[config.mk]
export PLATFORM = sky130hd
export DESIGN_NAME = wts_volume_mixer
export DESIGN_NICKNAME = d
export VERILOG_FILES = /design/src/rtl/wts_mix_pkg.sv /design/src/rtl/wts_ch_scale.sv /design/src/rtl/wts_volume_mixer.sv
export SDC_FILE = /design/constraint.sdc
export NUM_CORES = 1
export LEC_CHECK = 0
export CAP_MARGIN = 0
export CELL_PAD_IN_SITES_DETAIL_PLACEMENT = 0
export CELL_PAD_IN_SITES_GLOBAL_PLACEMENT = 1
export CORE_MARGIN = 5
export CORE_UTILIZATION = 44
export DETAILED_ROUTE_END_ITERATION = 10
export PLACE_DENSITY = 0.89
export SETUP_SLACK_MARGIN = 0.2
export SYNTH_ARGS = -nofsm -noshare
export SYNTH_HDL_FRONTEND = slang
export SYNTH_SLANG_ARGS = --single-unit
[constraint.sdc]
create_clock -name clk -period 9.7 [get_ports clk]
set_input_delay 2.425 -clock clk [delete_from_list [all_inputs] [get_ports clk]]
set_output_delay 2.425 -clock clk [all_outputs]
set_load 0.03 [all_outputs]
[src/rtl/wts_mix_pkg.sv]
`default_nettype none
// ============================================================================
// Module  : wts_mix_pkg
// Brief   : Shared types, constants and output-fit helper for the volume mixer.
// Revision: 1.0 - initial release
// ============================================================================
package wts_mix_pkg;

    localparam int VOL_W = 4;

    typedef enum logic [1:0] {
        IDLE  = 2'd0,
        FETCH = 2'd1,
        DRAIN = 2'd2
    } mix_state_t;

    // Maps a sign-extended accumulator onto out_w bits: clamp or wrap.
    function automatic logic signed [31:0] sat_fit(input logic signed [31:0] acc,
                                                   input int out_w);
`ifdef WTS_MIX_SATURATE_EN
        logic signed [31:0] hi;
        logic signed [31:0] lo;
        hi = (32'sd1 <<< (out_w - 1)) - 32'sd1;
        lo = -(32'sd1 <<< (out_w - 1));
        if (acc > hi) return hi;
        if (acc < lo) return lo;
        return acc;
`else
        return (acc <<< (32 - out_w)) >>> (32 - out_w);
`endif
    endfunction

endpackage
`default_nettype wire

[src/rtl/wts_ch_scale.sv]
`default_nettype none
// ============================================================================
// Module  : wts_ch_scale
// Brief   : Per-channel scaler: registered sample*envelope, then volume scale.
// Revision: 1.0 - initial release
// ============================================================================
module wts_ch_scale
    import wts_mix_pkg::*;
#(
    parameter int DATA_W = 8,
    parameter int ENV_W  = 8,
    parameter int ACC_W  = 11
) (
    input  logic                     clk,
    input  logic                     nreset,
    input  logic                     capture,
    input  logic                     first,
    input  logic                     last,
    input  logic                     enable,
    input  logic signed [DATA_W-1:0] sample_in,
    input  logic        [ENV_W-1:0]  env_in,
    input  logic        [VOL_W-1:0]  vol_in,
    output logic                     c_valid,
    output logic                     c_first,
    output logic                     c_last,
    output logic signed [ACC_W-1:0]  c
);

    localparam int PW = DATA_W + ENV_W + 1;
    localparam int SW = PW + VOL_W + 1;

    logic signed [PW-1:0] prod;
    logic signed [PW-1:0] p_q;
    logic [VOL_W-1:0]     vol_q;
    logic                 en_q;
    logic signed [SW-1:0] scaled;

    assign prod = PW'(sample_in) * PW'($signed({1'b0, env_in}));

    always_ff @(posedge clk) begin
        if (!nreset) begin
            c_valid <= 1'b0;
            c_first <= 1'b0;
            c_last  <= 1'b0;
            p_q     <= '0;
            vol_q   <= '0;
            en_q    <= 1'b0;
        end else begin
            c_valid <= capture;
            if (capture) begin
                c_first <= first;
                c_last  <= last;
                p_q     <= prod;
                vol_q   <= vol_in;
                en_q    <= enable;
            end
        end
    end

    // Arithmetic shift floors toward -inf, so -128*255*15 lands on -120.
    assign scaled = (SW'(p_q) * SW'($signed({1'b0, vol_q}))) >>> (ENV_W + VOL_W);
    assign c      = en_q ? ACC_W'(scaled) : '0;

endmodule
`default_nettype wire

[src/rtl/wts_volume_mixer.sv]
`default_nettype none
// ============================================================================
// Module  : wts_volume_mixer
// Brief   : Time-multiplexed NUM_CH-channel volume scaler and mixer.
//           Define WTS_MIX_SATURATE_EN to clamp (instead of wrap) narrow outputs.
// Revision: 1.0 - initial release
// ============================================================================
module wts_volume_mixer
    import wts_mix_pkg::*;
#(
    parameter int NUM_CH = 5,
    parameter int DATA_W = 8,
    parameter int ENV_W  = 8,
    parameter int OUT_W  = 11
) (
    input  logic                       clk,
    input  logic                       nreset,
    input  logic                       start,
    input  logic [NUM_CH-1:0]          ch_enable,
    output logic [$clog2(NUM_CH)-1:0]  ch_sel,
    input  logic signed [DATA_W-1:0]   sample_in,
    input  logic [ENV_W-1:0]           env_in,
    input  logic [VOL_W-1:0]           vol_in,
    output logic                       busy,
    output logic signed [OUT_W-1:0]    mix_out,
    output logic                       mix_valid
);

    localparam int CW    = $clog2(NUM_CH);
    localparam int ACC_W = DATA_W + $clog2(NUM_CH);
    localparam logic [CW-1:0] LAST_CH = CW'(NUM_CH - 1);

    mix_state_t state;
    mix_state_t next_state;
    logic [CW-1:0] ch_sel_next;
    logic          capture;

    logic                    c_valid;
    logic                    c_first;
    logic                    c_last;
    logic signed [ACC_W-1:0] c;
    logic signed [ACC_W-1:0] acc;
    logic signed [ACC_W-1:0] acc_sum;

    always_ff @(posedge clk) begin
        if (!nreset) begin
            state  <= IDLE;
            ch_sel <= '0;
        end else begin
            state  <= next_state;
            ch_sel <= ch_sel_next;
        end
    end

    always_comb begin
        next_state  = state;
        ch_sel_next = ch_sel;
        capture     = 1'b0;
        case (state)
            IDLE: begin
                if (start) begin
                    next_state  = FETCH;
                    ch_sel_next = '0;
                end
            end
            FETCH: begin
                capture = 1'b1;
                if (ch_sel == LAST_CH) begin
                    next_state  = DRAIN;
                    ch_sel_next = '0;
                end else begin
                    ch_sel_next = ch_sel + CW'(1);
                end
            end
            DRAIN:   next_state = IDLE;
            default: next_state = IDLE;
        endcase
    end

    assign busy = (state != IDLE);

    wts_ch_scale #(
        .DATA_W (DATA_W),
        .ENV_W  (ENV_W),
        .ACC_W  (ACC_W)
    ) u_scale (
        .clk       (clk),
        .nreset    (nreset),
        .capture   (capture),
        .first     (ch_sel == '0),
        .last      (ch_sel == LAST_CH),
        .enable    (ch_enable[ch_sel]),
        .sample_in (sample_in),
        .env_in    (env_in),
        .vol_in    (vol_in),
        .c_valid   (c_valid),
        .c_first   (c_first),
        .c_last    (c_last),
        .c         (c)
    );

    assign acc_sum = acc + c;

    // The last channel's contribution bypasses acc straight into the output fit.
    always_ff @(posedge clk) begin
        if (!nreset) begin
            acc       <= '0;
            mix_out   <= '0;
            mix_valid <= 1'b0;
        end else begin
            mix_valid <= 1'b0;
            if (c_valid) begin
                if (c_last) begin
                    mix_out   <= OUT_W'(sat_fit(32'(acc_sum), OUT_W));
                    mix_valid <= 1'b1;
                end else begin
                    acc <= c_first ? c : acc_sum;
                end
            end
        end
    end

endmodule
`default_nettype wire

==> flow_metrics.env <==
export IMPL_status="finished, final reports clean"
export IMPL_area_growth_pct=11.4
export IMPL_ys_ff_latch=53
export IMPL_vias_per_cell=5.02
export IMPL_place_congestion=0.813
export IMPL_post_synth_top_area_cell="fa_1"
export IMPL_instances_no_fill=1075
export IMPL_seqPwrFrac=0.311
export IMPL_slew_violations=0
export IMPL_final_nets=1058
export IMPL_cts_tree="built"
export IMPL_start_util=0.452
export IMPL_finalCritPeriodShare=0.702
export IMPL_fillers=1490
export IMPL_swShare=0.390
export IMPL_port_buffers=43
export IMPL_core_mm2=0.0153
export IMPL_power_switching_mw=0.339
export IMPL_reg2regPathDepth=22
export IMPL_clock_power_share=0.213
export IMPL_cts_root_buffer="clkbuf_16"
export IMPL_worst_pin_slew_ps=987
export IMPL_vias=5398
export IMPL_fp_dieW_um=135
export IMPL_wl_per_cell_um=12.0
export IMPL_syn_inst=834
export IMPL_routed_wl_um=12900
export IMPL_row_count=45
export IMPL_cellInternalPower_mw=0.531
export IMPL_finish_utilization=0.503
export IMPL_syn_nets=1029
export IMPL_grtUsageMet1=0.225
export IMPL_grt_max_degree=27
export IMPL_num_antenna_cells=0
export IMPL_grt_pass1_wl_um=23100
export IMPL_crit_path_max_fanout=8
export IMPL_crit_arrival_ps=7020
export IMPL_leakagePower_nw=3.77
export IMPL_timing_rr_start="u_scale.vol_q[2]"
export IMPL_final_hold_viol_count=0
export IMPL_worst_setup_path_end_kind="flip-flop"
export IMPL_syn_area_mm2=0.00689
export IMPL_worst_setup_hold_path_clk_slew_ps=80
export IMPL_die_area_mm2=0.0183
export IMPL_avgSynthCellArea_um2=8.26
export IMPL_layout_drive_gt1_share=0.0243
export IMPL_synth_top_area_frac=0.209
export IMPL_cts_sinks=53
export IMPL_antenna_found_initial=0
export IMPL_chipHeight_um=135
export IMPL_rsz0062_at_grt="no"
export IMPL_crit_type="in2reg"
export IMPL_firstDrtPassIters=4
export IMPL_hold_path_class="reg2reg"
export IMPL_synth_edf_count=0
export IMPL_cap_violations=0
export IMPL_tns_ps=0
export IMPL_synth_flop_cell="dfxtp_1"
export IMPL_drc=0
export IMPL_htreeDepth=2
export IMPL_grt_overflow_total=0
export IMPL_worstHoldStart="mix_out[9]"
export IMPL_combinationalPowerShare=0.476
export IMPL_worstPathRequired_ps=9910
export IMPL_timing_slew_headroom=0.339
export IMPL_hold_end="mix_out[9]"
export IMPL_layout_setup_ws_ps=2890
export IMPL_async_reset_ff_frac=0
export IMPL_synth_warnings=0
export IMPL_cts_made_buffers=5
export IMPL_clockBufferDepth=2
export IMPL_synthTopCellsByArea="fa_1 21%, ha_1 17%, dfxtp_1 15%"
export IMPL_ioPinCount=44
export IMPL_dp_hpwl_um=10800
export IMPL_grtUsageMet2=0.230
export IMPL_vdd_ir_drop_max_v=0.0000859
export IMPL_yosysSeqAreaShare=0.154
export IMPL_dp_cells=1067
export IMPL_preCtsSetupSlack_ps=2630
export IMPL_top_usage_layer="met2"
export IMPL_ys_types=51
export IMPL_hold_buffers=0
export IMPL_final_antenna_net_count=0
export IMPL_powerDensity_mw_per_mm2=113
export IMPL_r2r_end="acc[10]"
export IMPL_drt_iter0_drc=204
export IMPL_fin_crit_ps=6810
export IMPL_finalSetupViolations=0
export IMPL_grt_pass1_vias=5014
export IMPL_clkLatencyLatePin_ps=290
export IMPL_finClkSkew_ps=12.5
export IMPL_ctsResizeCount=0
export IMPL_min_path_cells=2
export IMPL_max_freq_ghz=0.147
export IMPL_reg2reg_slack_ps=3370
export IMPL_start_kind="input pin"
export IMPL_met3_usage=0.0100
export IMPL_cts_setup_buffers=0
export IMPL_grt_util_all_layers=0.147
registers in the layout, summed over array words and instances, names as in the netlist:
register         cells
acc                 11
u_scale.p_q         17
u_scale.c_first      1
ch_sel               3
u_scale.c_valid      1
u_scale.c_last       1
state                2
u_scale.en_q         1
mix_out             11
mix_valid            1
u_scale.vol_q        4
layer usage:
metal,routed length (um),up-vias,share of wire
li1,-,2760,-
met1,6710,2575,0.52
met2,5840,59,0.45
met3,259,4,0.020
met4,117,0,0.0091
met5,0,-,0
worst max-delay path by stage:
stage / slack (ps) / start / to / cells after the start
detailed placement: 2630 / sample_in[7] / u_scale.p_q[15] / 14
floorplan: 3540 / sample_in[4] / u_scale.p_q[16] / 16
global placement: 2720 / sample_in[4] / u_scale.p_q[16] / 17
global route: 2500 / sample_in[7] / u_scale.p_q[15] / 14
finish: 2890 / sample_in[7] / u_scale.p_q[15] / 14
CTS: 2910 / sample_in[7] / u_scale.p_q[15] / 14
metrics by stage:
stage	power [mW]	area (um2)	hold WS, ps
6_report	0.871	7670	459
5_1_grt	0.965	7670	486
4_1_cts	0.883	7670	460
3_5_place_dp	0.691	7520	449
3_3_place_gp	0.687	7520	442
2_1_floorplan	0.593	6890	449
cells in the final DEF (no fill, tap or decap), types with 5 or more instances in the layout:
master,netlist,final
and3_1,7,7
nand3_1,13,13
inv_1,130,130
fa_1,72,72
nor2_1,50,50
dfxtp_1,53,53
clkbuf_16,0,5
or3_1,6,6
a21o_1,5,5
nand2_1,90,90
ha_1,95,95
and2_1,88,88
a21oi_1,53,53
nor2b_1,7,6
xnor2_1,14,14
xor2_1,10,10
o21ai_0,35,35
a211oi_1,5,5
clkdlybuf4s50_1,0,43
nor3_1,9,9
nand2b_1,10,10
power by group through the flow:
stage               combinational, mW  sequential [mW]  clock (mW)
floorplan                       0.332            0.261           0
global placement                0.412            0.275           0
CTS                             0.422            0.270       0.191
detailed placement              0.415            0.275           0
global route                    0.487            0.277       0.202
finish                          0.414            0.271       0.186
layout make-up:
| class | instances | area [um2] | area share |
|---|---|---|---|
| clock inverters | 2 | 16.3 | 0.00212 |
| inverters | 130 | 488 | 0.0636 |
| flip-flops and latches | 53 | 1060 | 0.138 |
| multi-input cells | 627 | 5250 | 0.685 |
| well taps | 211 | 264 | 0.0344 |
| repair buffers | 46 | 453 | 0.0590 |
| clock buffers | 6 | 139 | 0.0181 |
cells in the mapped netlist (9+ instances only):
cell and number:
ha_1 95, inv_1 130, xnor2_1 14, and2_1 88, nor2_1 50, nand3_1 13, o21ai_0 35, nand2_1 90
nand2b_1 10, dfxtp_1 53, xor2_1 10, fa_1 72, nor3_1 9, clkbuf_1 22, a21oi_1 53
logic make-up (layout without fill, tap and decap cells):
kind of cell | Yosys count | count (layout) | synth area share
multiplexers | 6 | 6 | 0.0111
AND/OR/NAND/NOR | 294 | 294 | 0.215
XOR/XNOR | 24 | 24 | 0.0305
flip-flops | 53 | 53 | 0.154
AO/OA/AOI/OAI | 136 | 136 | 0.124
adder cells (fa/ha/maj) | 167 | 167 | 0.382
buffers and inverters | 154 | 184 | 0.0839
worst max-delay path, cell delays in order:
cell	delay [ps]
clkdlybuf4s50_1	670
nand2b_1	150
fa_1	550
inv_1	50
fa_1	500
fa_1	530
fa_1	490
ha_1	380
a21o_1	200
a31oi_1	210
o21ai_0	180
o41ai_1	390
nand4_1	160
o211ai_1	150
Power figures use the tool's default switching activity.
